File: config.mk
export PLATFORM = sky130hd
export DESIGN_NAME = dpa_word_align_flat
export DESIGN_NICKNAME = d
export VERILOG_FILES = /design/src/rtl/dpa_word_align_pkg.sv /design/src/rtl/dpa_word_align_if.sv /design/src/rtl/dpa_word_align_settle_timer.sv /design/src/rtl/dpa_word_align.sv /design/src/flat_wrapper.sv
export SDC_FILE = /design/constraint.sdc
export NUM_CORES = 1
export LEC_CHECK = 0
export CORE_MARGIN = 10
export CORE_UTILIZATION = 51
export CTS_BUF_LIST = sky130_fd_sc_hd__clkbuf_8
export DETAILED_ROUTE_END_ITERATION = 12
export GPL_TIMING_DRIVEN = 0
export PLACE_DENSITY = 0.87
export SLEW_MARGIN = 20
export SYNTH_ARGS = -nofsm -noshare
export SYNTH_HDL_FRONTEND = slang
export SYNTH_SLANG_ARGS = --single-unit
File: constraint.sdc
create_clock -name clk -period 1.9 [get_ports clk]
set_clock_uncertainty 0.05 [all_clocks]
set_input_delay 0.38 -clock clk [delete_from_list [all_inputs] [get_ports clk]]
set_output_delay 0.38 -clock clk [all_outputs]
set_load 0.05 [all_outputs]
File: src/rtl/dpa_word_align_pkg.sv
// ============================================================================
// dpa_word_align_pkg : shared one-hot state encoding and aligner defaults
// Rev 1.0
// ============================================================================
`default_nettype none

package dpa_word_align_pkg;

    localparam int         DPA_DATA_WIDTH    = 8;
    localparam logic [7:0] DPA_TRAIN_PATTERN = 8'hA1;
    localparam int         DPA_STATE_WIDTH   = 6;

    // One-hot so the debug port can be decoded bit-by-bit alongside DPA_FSM
    typedef enum logic [DPA_STATE_WIDTH-1:0] {
        ST_IDLE    = 6'b000001,
        ST_CHECK   = 6'b000010,
        ST_SLIP    = 6'b000100,
        ST_SETTLE  = 6'b001000,
        ST_ALIGNED = 6'b010000,
        ST_ERROR   = 6'b100000
    } align_state_e;

endpackage

`default_nettype wire

File: src/rtl/dpa_word_align_if.sv
// ============================================================================
// dpa_word_align_if : ISERDES-side and downstream signals of the word aligner
// Rev 1.0
// ============================================================================
`default_nettype none

interface dpa_word_align_if #(
    parameter int DATA_WIDTH = 8
) ();
    logic                  locked;
    logic                  start;
    logic [DATA_WIDTH-1:0] data_in;
    logic                  bitslip;
    logic [DATA_WIDTH-1:0] data_out;
    logic                  data_out_valid;
    logic                  aligned;
    logic                  align_err;
    logic [3:0]            slip_cnt;
    logic [5:0]            state;

    modport master (
        output locked, start, data_in,
        input  bitslip, data_out, data_out_valid, aligned, align_err, slip_cnt, state
    );

    modport slave (
        input  locked, start, data_in,
        output bitslip, data_out, data_out_valid, aligned, align_err, slip_cnt, state
    );
endinterface

`default_nettype wire

File: src/rtl/dpa_word_align_settle_timer.sv
// ============================================================================
// dpa_word_align_settle_timer : load/expire down-counter for post-slip settling
// Rev 1.0
// ============================================================================
`default_nettype none

module dpa_word_align_settle_timer #(
    parameter int CYCLES = 4
) (
    input  wire logic clk,
    input  wire logic rst_n,
    input  wire logic load,
    input  wire logic clear,
    output logic      expired
);
    localparam int          CW       = $clog2(CYCLES + 1);
    localparam logic [CW-1:0] LOAD_VAL = CW'(CYCLES - 1);

    logic [CW-1:0] count_q;
    logic [CW-1:0] count_d;

    // Loading CYCLES-1 makes expiry land on the last of CYCLES settle cycles
    always_comb begin
        count_d = count_q;
        if (clear) begin
            count_d = '0;
        end else if (load) begin
            count_d = LOAD_VAL;
        end else if (count_q != '0) begin
            count_d = count_q - 1'b1;
        end
    end

    always_ff @(posedge clk or negedge rst_n) begin
        if (!rst_n) begin
            count_q <= '0;
        end else begin
            count_q <= count_d;
        end
    end

    assign expired = (count_q == '0);

endmodule

`default_nettype wire

File: src/rtl/dpa_word_align.sv
// ============================================================================
// dpa_word_align : bitslips the ISERDES until the training word is stable
// Rev 1.0
// ============================================================================
`default_nettype none

module dpa_word_align
    import dpa_word_align_pkg::*;
#(
    parameter int                    DATA_WIDTH    = DPA_DATA_WIDTH,
    parameter logic [DATA_WIDTH-1:0] TRAIN_PATTERN = DATA_WIDTH'(DPA_TRAIN_PATTERN),
    parameter int                    MATCH_COUNT   = 16,
    parameter int                    SETTLE_CYCLES = 4,
    parameter int                    MAX_SLIPS     = 8
) (
    input  wire logic       clk,
    input  wire logic       rst_n,
    dpa_word_align_if.slave bus
);
    localparam int            MW         = $clog2(MATCH_COUNT + 1);
    localparam logic [MW-1:0] MATCH_LAST = MW'(MATCH_COUNT - 1);
    localparam logic [3:0]    SLIP_LIMIT = 4'(MAX_SLIPS);

    align_state_e          state_q,    state_d;
    logic [MW-1:0]         match_cnt_q, match_cnt_d;
    logic [3:0]            slip_cnt_q, slip_cnt_d;
    logic [DATA_WIDTH-1:0] data_out_q, data_out_d;
    logic                  tmr_load;
    logic                  tmr_clear;
    logic                  tmr_expired;

    dpa_word_align_settle_timer #(
        .CYCLES (SETTLE_CYCLES)
    ) u_settle_timer (
        .clk     (clk),
        .rst_n   (rst_n),
        .load    (tmr_load),
        .clear   (tmr_clear),
        .expired (tmr_expired)
    );

    always_comb begin
        state_d     = state_q;
        match_cnt_d = match_cnt_q;
        slip_cnt_d  = slip_cnt_q;
        data_out_d  = bus.data_in;
        tmr_load    = 1'b0;
        tmr_clear   = 1'b0;

        // Lost lock or a realign request both restart from IDLE with clean counters
        if (!bus.locked || bus.start) begin
            state_d     = ST_IDLE;
            match_cnt_d = '0;
            slip_cnt_d  = '0;
            tmr_clear   = 1'b1;
        end else begin
            case (state_q)
                ST_IDLE: begin
                    state_d     = ST_CHECK;
                    match_cnt_d = '0;
                    slip_cnt_d  = '0;
                    tmr_clear   = 1'b1;
                end
                ST_CHECK: begin
                    if (bus.data_in == TRAIN_PATTERN) begin
                        match_cnt_d = match_cnt_q + 1'b1;
                        if (match_cnt_q == MATCH_LAST) begin
                            state_d = ST_ALIGNED;
                        end
                    end else if (slip_cnt_q < SLIP_LIMIT) begin
                        state_d     = ST_SLIP;
                        match_cnt_d = '0;
                    end else begin
                        state_d = ST_ERROR;
                    end
                end
                ST_SLIP: begin
                    if (slip_cnt_q != 4'hF) begin
                        slip_cnt_d = slip_cnt_q + 1'b1;
                    end
                    state_d  = ST_SETTLE;
                    tmr_load = 1'b1;
                end
                ST_SETTLE: begin
                    if (tmr_expired) begin
                        state_d     = ST_CHECK;
                        match_cnt_d = '0;
                    end
                end
                ST_ALIGNED: state_d = ST_ALIGNED;
                ST_ERROR:   state_d = ST_ERROR;
                default: begin
                    state_d     = ST_IDLE;
                    match_cnt_d = '0;
                    slip_cnt_d  = '0;
                    tmr_clear   = 1'b1;
                end
            endcase
        end
    end

    always_ff @(posedge clk or negedge rst_n) begin
        if (!rst_n) begin
            state_q     <= ST_IDLE;
            match_cnt_q <= '0;
            slip_cnt_q  <= '0;
            data_out_q  <= '0;
        end else begin
            state_q     <= state_d;
            match_cnt_q <= match_cnt_d;
            slip_cnt_q  <= slip_cnt_d;
            data_out_q  <= data_out_d;
        end
    end

    // All status outputs decode straight from the state register
    assign bus.bitslip        = (state_q == ST_SLIP);
    assign bus.aligned        = (state_q == ST_ALIGNED);
    assign bus.data_out_valid = (state_q == ST_ALIGNED);
    assign bus.align_err      = (state_q == ST_ERROR);
    assign bus.slip_cnt       = slip_cnt_q;
    assign bus.state          = state_q;
    assign bus.data_out       = data_out_q;

endmodule

`default_nettype wire

File: src/flat_wrapper.sv
// flat-port wrapper written by rule: the top's interface ports become plain ports
module dpa_word_align_flat import dpa_word_align_pkg::*;
#(
    parameter int                    DATA_WIDTH    = DPA_DATA_WIDTH,
    parameter logic [DATA_WIDTH-1:0] TRAIN_PATTERN = DATA_WIDTH'(DPA_TRAIN_PATTERN),
    parameter int                    MATCH_COUNT   = 16,
    parameter int                    SETTLE_CYCLES = 4,
    parameter int                    MAX_SLIPS     = 8
)
  (clk, rst_n, bus_locked, bus_start, bus_data_in, bus_bitslip, bus_data_out, bus_data_out_valid, bus_aligned, bus_align_err, bus_slip_cnt, bus_state);
  dpa_word_align_if #(.DATA_WIDTH(DATA_WIDTH)) bus_i ();
  input  wire logic clk;
  input  wire logic rst_n;
  input wire logic [$bits(bus_i.locked)-1:0] bus_locked;
  input wire logic [$bits(bus_i.start)-1:0] bus_start;
  input wire logic [$bits(bus_i.data_in)-1:0] bus_data_in;
  output wire logic [$bits(bus_i.bitslip)-1:0] bus_bitslip;
  output wire logic [$bits(bus_i.data_out)-1:0] bus_data_out;
  output wire logic [$bits(bus_i.data_out_valid)-1:0] bus_data_out_valid;
  output wire logic [$bits(bus_i.aligned)-1:0] bus_aligned;
  output wire logic [$bits(bus_i.align_err)-1:0] bus_align_err;
  output wire logic [$bits(bus_i.slip_cnt)-1:0] bus_slip_cnt;
  output wire logic [$bits(bus_i.state)-1:0] bus_state;
  assign bus_i.locked = bus_locked;
  assign bus_i.start = bus_start;
  assign bus_i.data_in = bus_data_in;
  assign bus_bitslip = bus_i.bitslip;
  assign bus_data_out = bus_i.data_out;
  assign bus_data_out_valid = bus_i.data_out_valid;
  assign bus_aligned = bus_i.aligned;
  assign bus_align_err = bus_i.align_err;
  assign bus_slip_cnt = bus_i.slip_cnt;
  assign bus_state = bus_i.state;
  dpa_word_align #(.DATA_WIDTH(DATA_WIDTH), .TRAIN_PATTERN(TRAIN_PATTERN), .MATCH_COUNT(MATCH_COUNT), .SETTLE_CYCLES(SETTLE_CYCLES), .MAX_SLIPS(MAX_SLIPS)) u_core (.clk(clk), .rst_n(rst_n), .bus(bus_i));
endmodule
# --- After elaboration in Yosys (flattened, before gate mapping) ---
# Cells that the tools add are included.
op_classes:
  magnitude_cmp: 1
  muxes: 21
  eq_ne: 15
  add_sub_neg: 3
  reduce_logical: 11
op_table:
  columns: ["op", "count"]
  rows:
  - ["$pmux 6 s6", 1]
  - ["$mux 6", 5]
  - ["$mux 5", 4]
  - ["$pmux 5 s3", 1]
  - ["$mux 3", 3]
  - ["$eq 8x8->1 const B", 1]
  - ["$mux 4", 2]
  - ["$pmux 4 s2", 1]
  - ["$eq 6x1->1 const B", 1]
  - ["$eq 6x2->1 const B", 1]
  - ["$eq 6x3->1 const B", 1]
  - ["$eq 6x4->1 const B", 1]
  - ["$eq 6x5->1 const B", 1]
  - ["$eq 6x6->1 const B", 1]
  - ["$ne 3x1->1 const B", 2]
  - ["$reduce_bool 3->1", 2]
  - ["$add 5x1->5 const B", 1]
  - ["$eq 5x4->1 const B", 1]
  - ["$reduce_or 5->1", 1]
  - ["$add 4x1->4 const B", 1]
  - ["$lt 4x4->1 const B", 1]
  - ["$mux 1", 4]
  - ["$ne 2x1->1 const B", 2]
  - ["$ne 4x1->1 const B", 1]
  - ["10 further kinds", 11]
word_totals:
  word_cells: 56
  ff_bits: 26
  output_inout_bits: 22
  in_bits: 12

# --- Depth between registers and ports, before layout ---
# Gate-level depths: netlist of the first run.
logic_depth:
  ltp_word: 5
  depth_mapped: 7

# --- Hierarchy ---
# Synthesis of the first run repeated with hierarchy kept, for this count alone.
hier_totals:
  cells_unflattened: 145
  hier_area_um2: 1456.4
modules_own_cells:
  columns: ["mod", "n_inst", "cells_per_inst", "area_each_um2"]
  rows:
  - ["dpa_word_align", 1, 127, 1266.2]
  - ["dpa_word_align_settle_timer", 1, 18, 190.2]

# --- Least setup slack after synthesis of the first run ---
# No wires, ideal clock.
synth_path:
  path_type: "register -> output"
  startpoint: "register u_core.state_q[1], in the netlist u_core.bus.state[1]"
  endpoint: "output bus_data_out_valid"
  n_path_buf: 2
  slack_ns: -0.475
  arrival_time_ns: 1.945
  required_ns: 1.470
  stages_incl_launch_ff: 6
  cell_sequence: "dfrtp_1 > or2_1 > buf_6 > nor2_1 > and3_1 > buf_4"
synth_via:
  elab_chain_cells: 1
synth_rtl:
  columns: ["element", "line", "rtl"]
  rows:
  - ["from (decl)", "dpa_word_align.sv:24", "align_state_e state_q, state_d;"]
  - ["from (signal assigned)", "dpa_word_align.sv:109", "state_q <= state_d;"]
  - ["$eq 6x5->1", null, null]
  - ["to (decl)", "flat_wrapper.sv:19", "output wire logic [$bits(bus_i.data_out_valid)-1:0] bus_data_out_valid;"]
# Every way passes these cells.

# --- Worst setup path in the final report of the first run ---
layout_path:
  startpoint: "register u_core.state_q[1], in the netlist u_core.bus.state[1]"
  endpoint: "output bus_data_out_valid"
layout_via:
  elab_chain_cells: 1
layout_rtl:
  columns: ["element", "line", "rtl"]
  rows:
  - ["$eq 6x5->1", "dpa_word_align.sv:119", "assign bus.data_out_valid = (state_q == ST_ALIGNED);"]
# Every way passes these cells.

==> metrics.txt, run 1 <==
Slew Viols, Final=0; startpoint type of the worst setup path=flip-flop; I/O Buffers=33; synthesized area=1393 um2; final worst path period need=2.018 ns; NumNets Final=194; P&R area growth vs syn=42.59%; ANT nets after route=0; DRC Markers=0; crit end category=output pin; global route overflow=0; vias in the first global route=1274; CTS Hold Bufs=0; reg2reg setup slack=-0.04 ns; Die X=72.26 um; dpl ws=-0.5920 ns; MaxCap Viol Count=0; worst reg2reg path endpoint=u_core.match_cnt_q[0]$_DFFE_PN0P_; most common cell in the synthesized netlist=dfrtp_1; Post-Layout Cell Count=206; TritonCTS clock tree=done; synth warn=0; Static Leakage=0.0009465 uW; WP data required=1.47 ns; Syn Nets=~150; Synth top cells by count=dfrtp_1 (25), nand2_1 (8), nor2_1 (8), a21oi_1 (7), nand2b_1 (6); ant diodes=0; Skew-Pair Late Insertion Delay=0.27 ns; sequential power share=0.526; Mean Syn Cell Area=10.63 um2; ys flop type=dfrtp_1; Die Height=72.26 um; Total Routing Usage GR=0.1405; placer congestion estimate=0.7864; core area=about 2500 um2; Switch Pwr=270.7 uW; 1st-pass router iterations=4; internal power=812.9 uW; DR vias/cell=5.801; RSZ-0062 raised after global routing=yes; CTS root buf=clkbuf_8; Cells after DPL=slightly below 200; WP buf/inv=3; Max rail drop VDD=634.5 uV; FF-to-FF path depth=7; initial core utilization=0.5472; Slew @ Worst Pin=0.5372 ns; clock tree buffer depth=2; Async S/R FF share, synth=1.000; CP most frequent cell=buf_6; Vias=between 1000 and 1500; period utilization=1.062; IO Count=34; TritonCTS Buffers=3; Comb pwr share=0.149; Clk pwr share=0.325; Setup CP Type=reg -> out; WP data arrival=1.59 ns; post-DP HPWL=2544 um; setup TNS=-0.2728 ns; first-pass GRT wire length=6051 um; Syn Inst Count=131; EDFF count, synth=0; hold crit path type=in -> async; htree depth=1; final setup vio count=4; slowest stage delay, CP=around 0.41 ns; post-synthesis sequential area ratio=0.4681; share of the synthesized area in the top cell type=0.4492; Hold Vio Cnt, Final=0; Die Area=around 5200 um2; Top delay family on crit path=simple AND/OR/NAND/NOR gates; Slew HR=0.6362; Slowest cell on crit path=dfrtp_2; Routed WL per cell=17.66 um; initial antenna violation count=0; area leader, netlist=dfrtp_1; CP Cell Sequence=or2_1, buf_6, nor2_4, and3_4, buf_6, buf_8; number of placement rows=18; pin count of the biggest net entering global routing=27; register bit count reported by yosys=26; status=finished with violations; switching part of the total=0.2498; fillers=161; Max Freq=slightly below 0.5 GHz; First DRT Iteration DRCs=66; Netlist cell types=50; clock sinks=26; final WL=3638 um; Final WS setup=-0.1178 ns; top post-synthesis cells by area=dfrtp_1 (45%), ha_1 (4.5%), nand2b_1 (2.7%); failing checks=negative setup slack; Power Density=545.7 nW/um2; crit-path max FO=4; share of layout cells above drive strength 1=0.2784; Overall Power=1084 uW; CTS clock-pin slew for the worst setup and hold paths=0.08 ns; reg2reg start=u_core.u_settle_timer.count_q[0]$_DFFE_PN0P_
## worst max-delay path by stage
stage | end | slack, ns | from | cells after the start
2_1_floorplan | u_core.match_cnt_q[0]$_DFFE_PN0P_ | -0.31 | u_core.bus.state[1]$_DFFE_PN0P_ | 6
3_3_place_gp | bus_data_out_valid | -0.58 | u_core.bus.state[1]$_DFFE_PN0P_ | 6
3_5_place_dp | bus_data_out_valid | -0.59 | u_core.bus.state[1]$_DFFE_PN0P_ | 6
4_1_cts | bus_data_out_valid | -0.1 | u_core.bus.state[1]$_DFFE_PN0P_ | 6
5_1_grt | bus_data_out_valid | -0.20 | u_core.bus.state[1]$_DFFE_PN0P_ | 6
6_report | bus_data_out_valid | -0.12 | u_core.bus.state[1]$_DFFE_PN0P_ | 6
## power groups by stage
stage               sequential (uW)  clock [uW]  combinational [uW]
floorplan                       627           0                33.0
global placement                585           0                 141
detailed placement              586           0                 144
CTS                             571         352                 162
global route                    572         386                 172
finish                          570         352                 161
## sequential cells by signal (all words and copies together) (netlist names)
| register | flops |
|---|---|
| u_core.match_cnt_q | 5 |
| u_core.bus.data_out | 8 |
| u_core.bus.state | 6 |
| u_core.bus.slip_cnt | 4 |
| u_core.u_settle_timer.count_q | 3 |
## repair_timing
action | CTS | global route
pin swaps | 1 | 1
endpoints found under the setup margin | 17 | 18
cloned | 0 | 0
buffers inserted | 4 | 4
resized for setup | 52 | 11
## per-stage QoR
step	hold slack (ns)	cell area (um2)	util
4_1_cts	0.4477	1923	0.7557
2_1_floorplan	0.03441	1396	-
5_1_grt	0.06999	1986	0.7802
3_5_place_dp	0.4259	1764	0.6932
3_3_place_gp	0.4203	1764	0.6932
6_report	0.03305	1986	0.7802
## kinds of logic (layout without fill, tap and decap cells)
logic type	after synthesis	after routing	synth area share
AND/OR/NAND/NOR	51	51	0.2273
AO/OA/AOI/OAI	32	32	0.1680
flip-flops	26	26	0.4681
buffers and inverters	10	55	0.04312
XOR/XNOR	6	6	0.03774
adder cells (fa/ha/maj)	5	5	0.04492
multiplexers	1	1	0.01078
## cell type report
class                      instances  area (um2)  area share
timing repair buffer              41       409.1      0.2060
multi-input combinational         95       763.2      0.3844
tap                               30       37.54     0.01890
inverter                           5       23.77     0.01197
buffer                             5       42.54     0.02142
clock buffer                       4       55.05     0.02773
sequential                        26       654.4      0.3296
## cells in the final DEF, fill, tap and decap left out, types with 2 or more instances in the layout
cell,netlist,layout
buf_2,2,2
nand2_1,8,8
dlymetal6s2s_1,0,7
a211oi_1,2,2
and3_1,3,2
buf_4,2,10
ha_1,5,5
a31oi_1,2,2
a21o_1,3,3
nand2b_1,6,5
inv_1,4,4
clkdlybuf4s50_1,0,13
xor2_1,3,3
clkbuf_8,0,4
xnor2_1,3,3
dlygate4sd2_1,0,8
o21ai_0,5,5
dfrtp_1,25,23
dfrtp_2,0,2
nand3_1,4,3
nor3_1,4,4
buf_8,0,3
nor4_2,0,2
nor2_1,8,7
buf_6,1,3
a21oi_1,7,7
o21a_1,2,2
## worst register-to-register path: stages (launching register included)
cell	delay (ns)
dfrtp_1	0.37
inv_1	0.10
ha_1	0.17
nor2b_2	0.18
nor3b_1	0.06
o311ai_1	0.47
a21oi_4	0.14
mux2_4	0.28
## layer usage
| layer | track usage | up-vias | share of wire | wire (um) |
|---|---|---|---|---|
| met4 | 0.04516 | 0 | 0.025 | 91 |
| met5 | 0 | - | 0 | 0 |
| met3 | 0.05442 | 7 | 0.081 | 294 |
| li1 | - | 563 | - | - |
| met2 | 0.2391 | 36 | 0.50 | 1836 |
| met1 | 0.1566 | 589 | 0.39 | 1416 |
(Power assumes the default switching activity.)
==> run 2: changes to the inputs <==
--- a/config.mk
+++ b/config.mk
@@ -9,7 +9,7 @@
 export CORE_UTILIZATION = 51
 export CTS_BUF_LIST = sky130_fd_sc_hd__clkbuf_8
 export DETAILED_ROUTE_END_ITERATION = 12
-export GPL_TIMING_DRIVEN = 0
+export GPL_TIMING_DRIVEN = 1
 export PLACE_DENSITY = 0.87
 export SLEW_MARGIN = 20
 export SYNTH_ARGS = -nofsm -noshare
==> run 2 against run 1 <==
Compared with the run above:
- the run still ends with negative setup slack left
- register-to-register slack better by 0.14 ns
- wire length shrank 1.6%
- sequential power about the same
- largest cell class unchanged
==> metrics.txt, run 2 (synthesis gave the netlist of run 1 again) <==
status=finished with violations; failing checks=negative setup slack; clock tree buffer depth=2 (unchanged); WP data arrival=1.50 ns (-0.09 ns); Overall Power=1039 uW (-4.1%); commonest non-fill, non-tap cell in the layout=buf_4; Max rail drop VDD=631.2 uV (-0.52%); startpoint type of the worst setup path=flip-flop; CTS clock-pin slew for the worst setup and hold paths=0.08 ns (about the same); core area=2545 um2 (unchanged); Die Area=5221 um2 (unchanged); Setup CP Type=reg -> out; hold crit path type=in -> async; Comb pwr share=0.158 (+0.009); P&R area growth vs syn=41.78%; Static Leakage=0.0008778 uW (-7.3%); 1st-pass router iterations=4 (unchanged); reg2reg setup slack=0.10 ns (+0.14 ns); global route overflow=0 (unchanged); First DRT Iteration DRCs=76 (+15%); sequential power share=0.549 (+0.023); switching part of the total=0.2511 (+0.001330); period utilization=1.017 (-0.04489); NumNets Final=198 (+2.1%); final WL=3580 um (-1.6%); fillers=146 (-9.3%); RSZ-0062 raised after global routing=yes; FF-to-FF path depth=6 (-1); reg2reg start=u_core.bus.state[0]$_DFFE_PN1P_; TritonCTS clock tree=done; ANT nets after route=0 (unchanged); crit end category=output pin; clock sinks=26 (unchanged); Clk pwr share=0.293 (-0.032); first-pass GRT wire length=6092 um (+0.68%); Total Routing Usage GR=0.1433 (+0.002884); worst reg2reg path endpoint=u_core.match_cnt_q[0]$_DFFE_PN0P_; placer congestion estimate=0.8640 (+9.9%); I/O Buffers=33 (unchanged); area post-placement=1853 um2 (+5.0%); crit-path max FO=5 (+1); Hold Vio Cnt, Final=0 (unchanged); DRC Markers=0 (unchanged); htree depth=1 (unchanged); DR vias/cell=5.695 (-1.8%); vias in the first global route=1244 (-2.4%); final setup vio count=3 (-1); pin count of the biggest net entering global routing=27 (unchanged); final worst path period need=1.933 ns (-0.08530 ns); share of layout cells above drive strength 1=0.3778 (+0.09937); MaxCap Viol Count=0 (unchanged); Largest register FFs=8 (unchanged); Vias=1196 (+0.084%); Die X=72.26 um (unchanged); initial antenna violation count=0 (unchanged); Skew-Pair Late Insertion Delay=0.26 ns (about the same); Final WS setup=-0.03251 ns (+0.08530 ns); IO Count=34 (unchanged); TritonCTS Buffers=3 (unchanged); post-DP HPWL=2567 um (+0.90%); most frequent cells in the layout=buf_4 (33), dfrtp_1 (21), clkdlybuf4s50_1 (11); Max Freq=0.5175 GHz (+4.4%); initial core utilization=0.5472 (unchanged); number of placement rows=18 (unchanged); Power Density=526.5 nW/um2 (-3.5%); WP data required=1.47 ns (about the same); ant diodes=0 (unchanged); final instance area=1974 um2 (-0.57%); Die Height=72.26 um (unchanged); internal power=778.4 uW (-4.2%); hold slack=0.4165 ns (+0.3834 ns); Slew HR=0.7271 (+0.09092); Layout Utilization=0.7758 (-0.004425); Switch Pwr=261.0 uW (-3.6%); Slew @ Worst Pin=0.4093 ns (-0.1279 ns); CTS root buf=clkbuf_8; dpl ws=-0.2346 ns (+0.3574 ns); Routed WL per cell=17.05 um (-3.5%); Slew Viols, Final=0 (unchanged)
## run 2: how the worst max path moves through the flow
stage	slack, ns	startpoint	to
after global placement	-0.17	bus_data_in[1]	u_core.match_cnt_q[0]$_DFFE_PN0P_
final	-0.03	u_core.bus.state[1]$_DFFE_PN0P_	bus_data_out_valid
after global routing	-0.08	u_core.bus.state[1]$_DFFE_PN0P_	bus_align_err
after CTS	-0.003	u_core.bus.state[1]$_DFFE_PN0P_	bus_align_err
after floorplan	-0.31	u_core.bus.state[1]$_DFFE_PN0P_	u_core.match_cnt_q[0]$_DFFE_PN0P_
after detailed placement	-0.23	bus_data_in[1]	u_core.match_cnt_q[0]$_DFFE_PN0P_
## run 2: layout make-up
cell class	count	area, um2	area share
well taps	30	37.54	0.01901
clock buffers	3	41.29	0.02091
repair buffers	50	478.0	0.2421
multi-input cells	95	733.2	0.3714
clock inverters	1	3.754	0.001901
inverters	5	23.77	0.01204
flip-flops and latches	26	656.9	0.3327
## run 2: power by group through the flow
stage / sequential, uW / clock [uW] / combinational [uW]
floorplan: 627 / 0 / 33.0
global placement: 581 / 0 / 154
detailed placement: 581 / 0 / 157
CTS: 570 / 309 / 160
global route: 573 / 342 / 176
finish: 571 / 304 / 165
## run 2: through the flow
| stage | instances | TNS (ns) |
|---|---|---|
| 5_1_grt | 210 | -0.2346 |
| 3_3_place_gp | 203 | -0.8362 |
| 3_5_place_dp | 203 | -1.239 |
| 6_report | 210 | -0.06761 |
| 4_1_cts | 209 | -0.002620 |
| 2_1_floorplan | 131 | -1.871 |
## run 2: timing repair
| item | 4_1_cts | 5_1_grt |
|---|---|---|
| endpoints found under the setup margin | 4 | 12 |
| endpoints found under the hold margin | 0 | 0 |
| pin swaps | 2 | 1 |
| buffers inserted | 2 | 1 |
| hold buffers | 0 | 0 |
| gates cloned | 0 | 0 |
| resized for setup | 3 | 10 |
## run 2: critical path: stages, from the launching register on
cell and delay [ns]:
dfrtp_2 0.41, or2_4 0.27, nor2_2 0.15, and3_4 0.26
buf_12 0.15
## run 2: routing by layer
metal,vias up,global-route usage,share of wire
met4,0,0.04946,0.0084
li1,565,-,-
met1,596,0.1738,0.44
met5,-,0,0
met2,31,0.2293,0.49
met3,4,0.05034,0.063
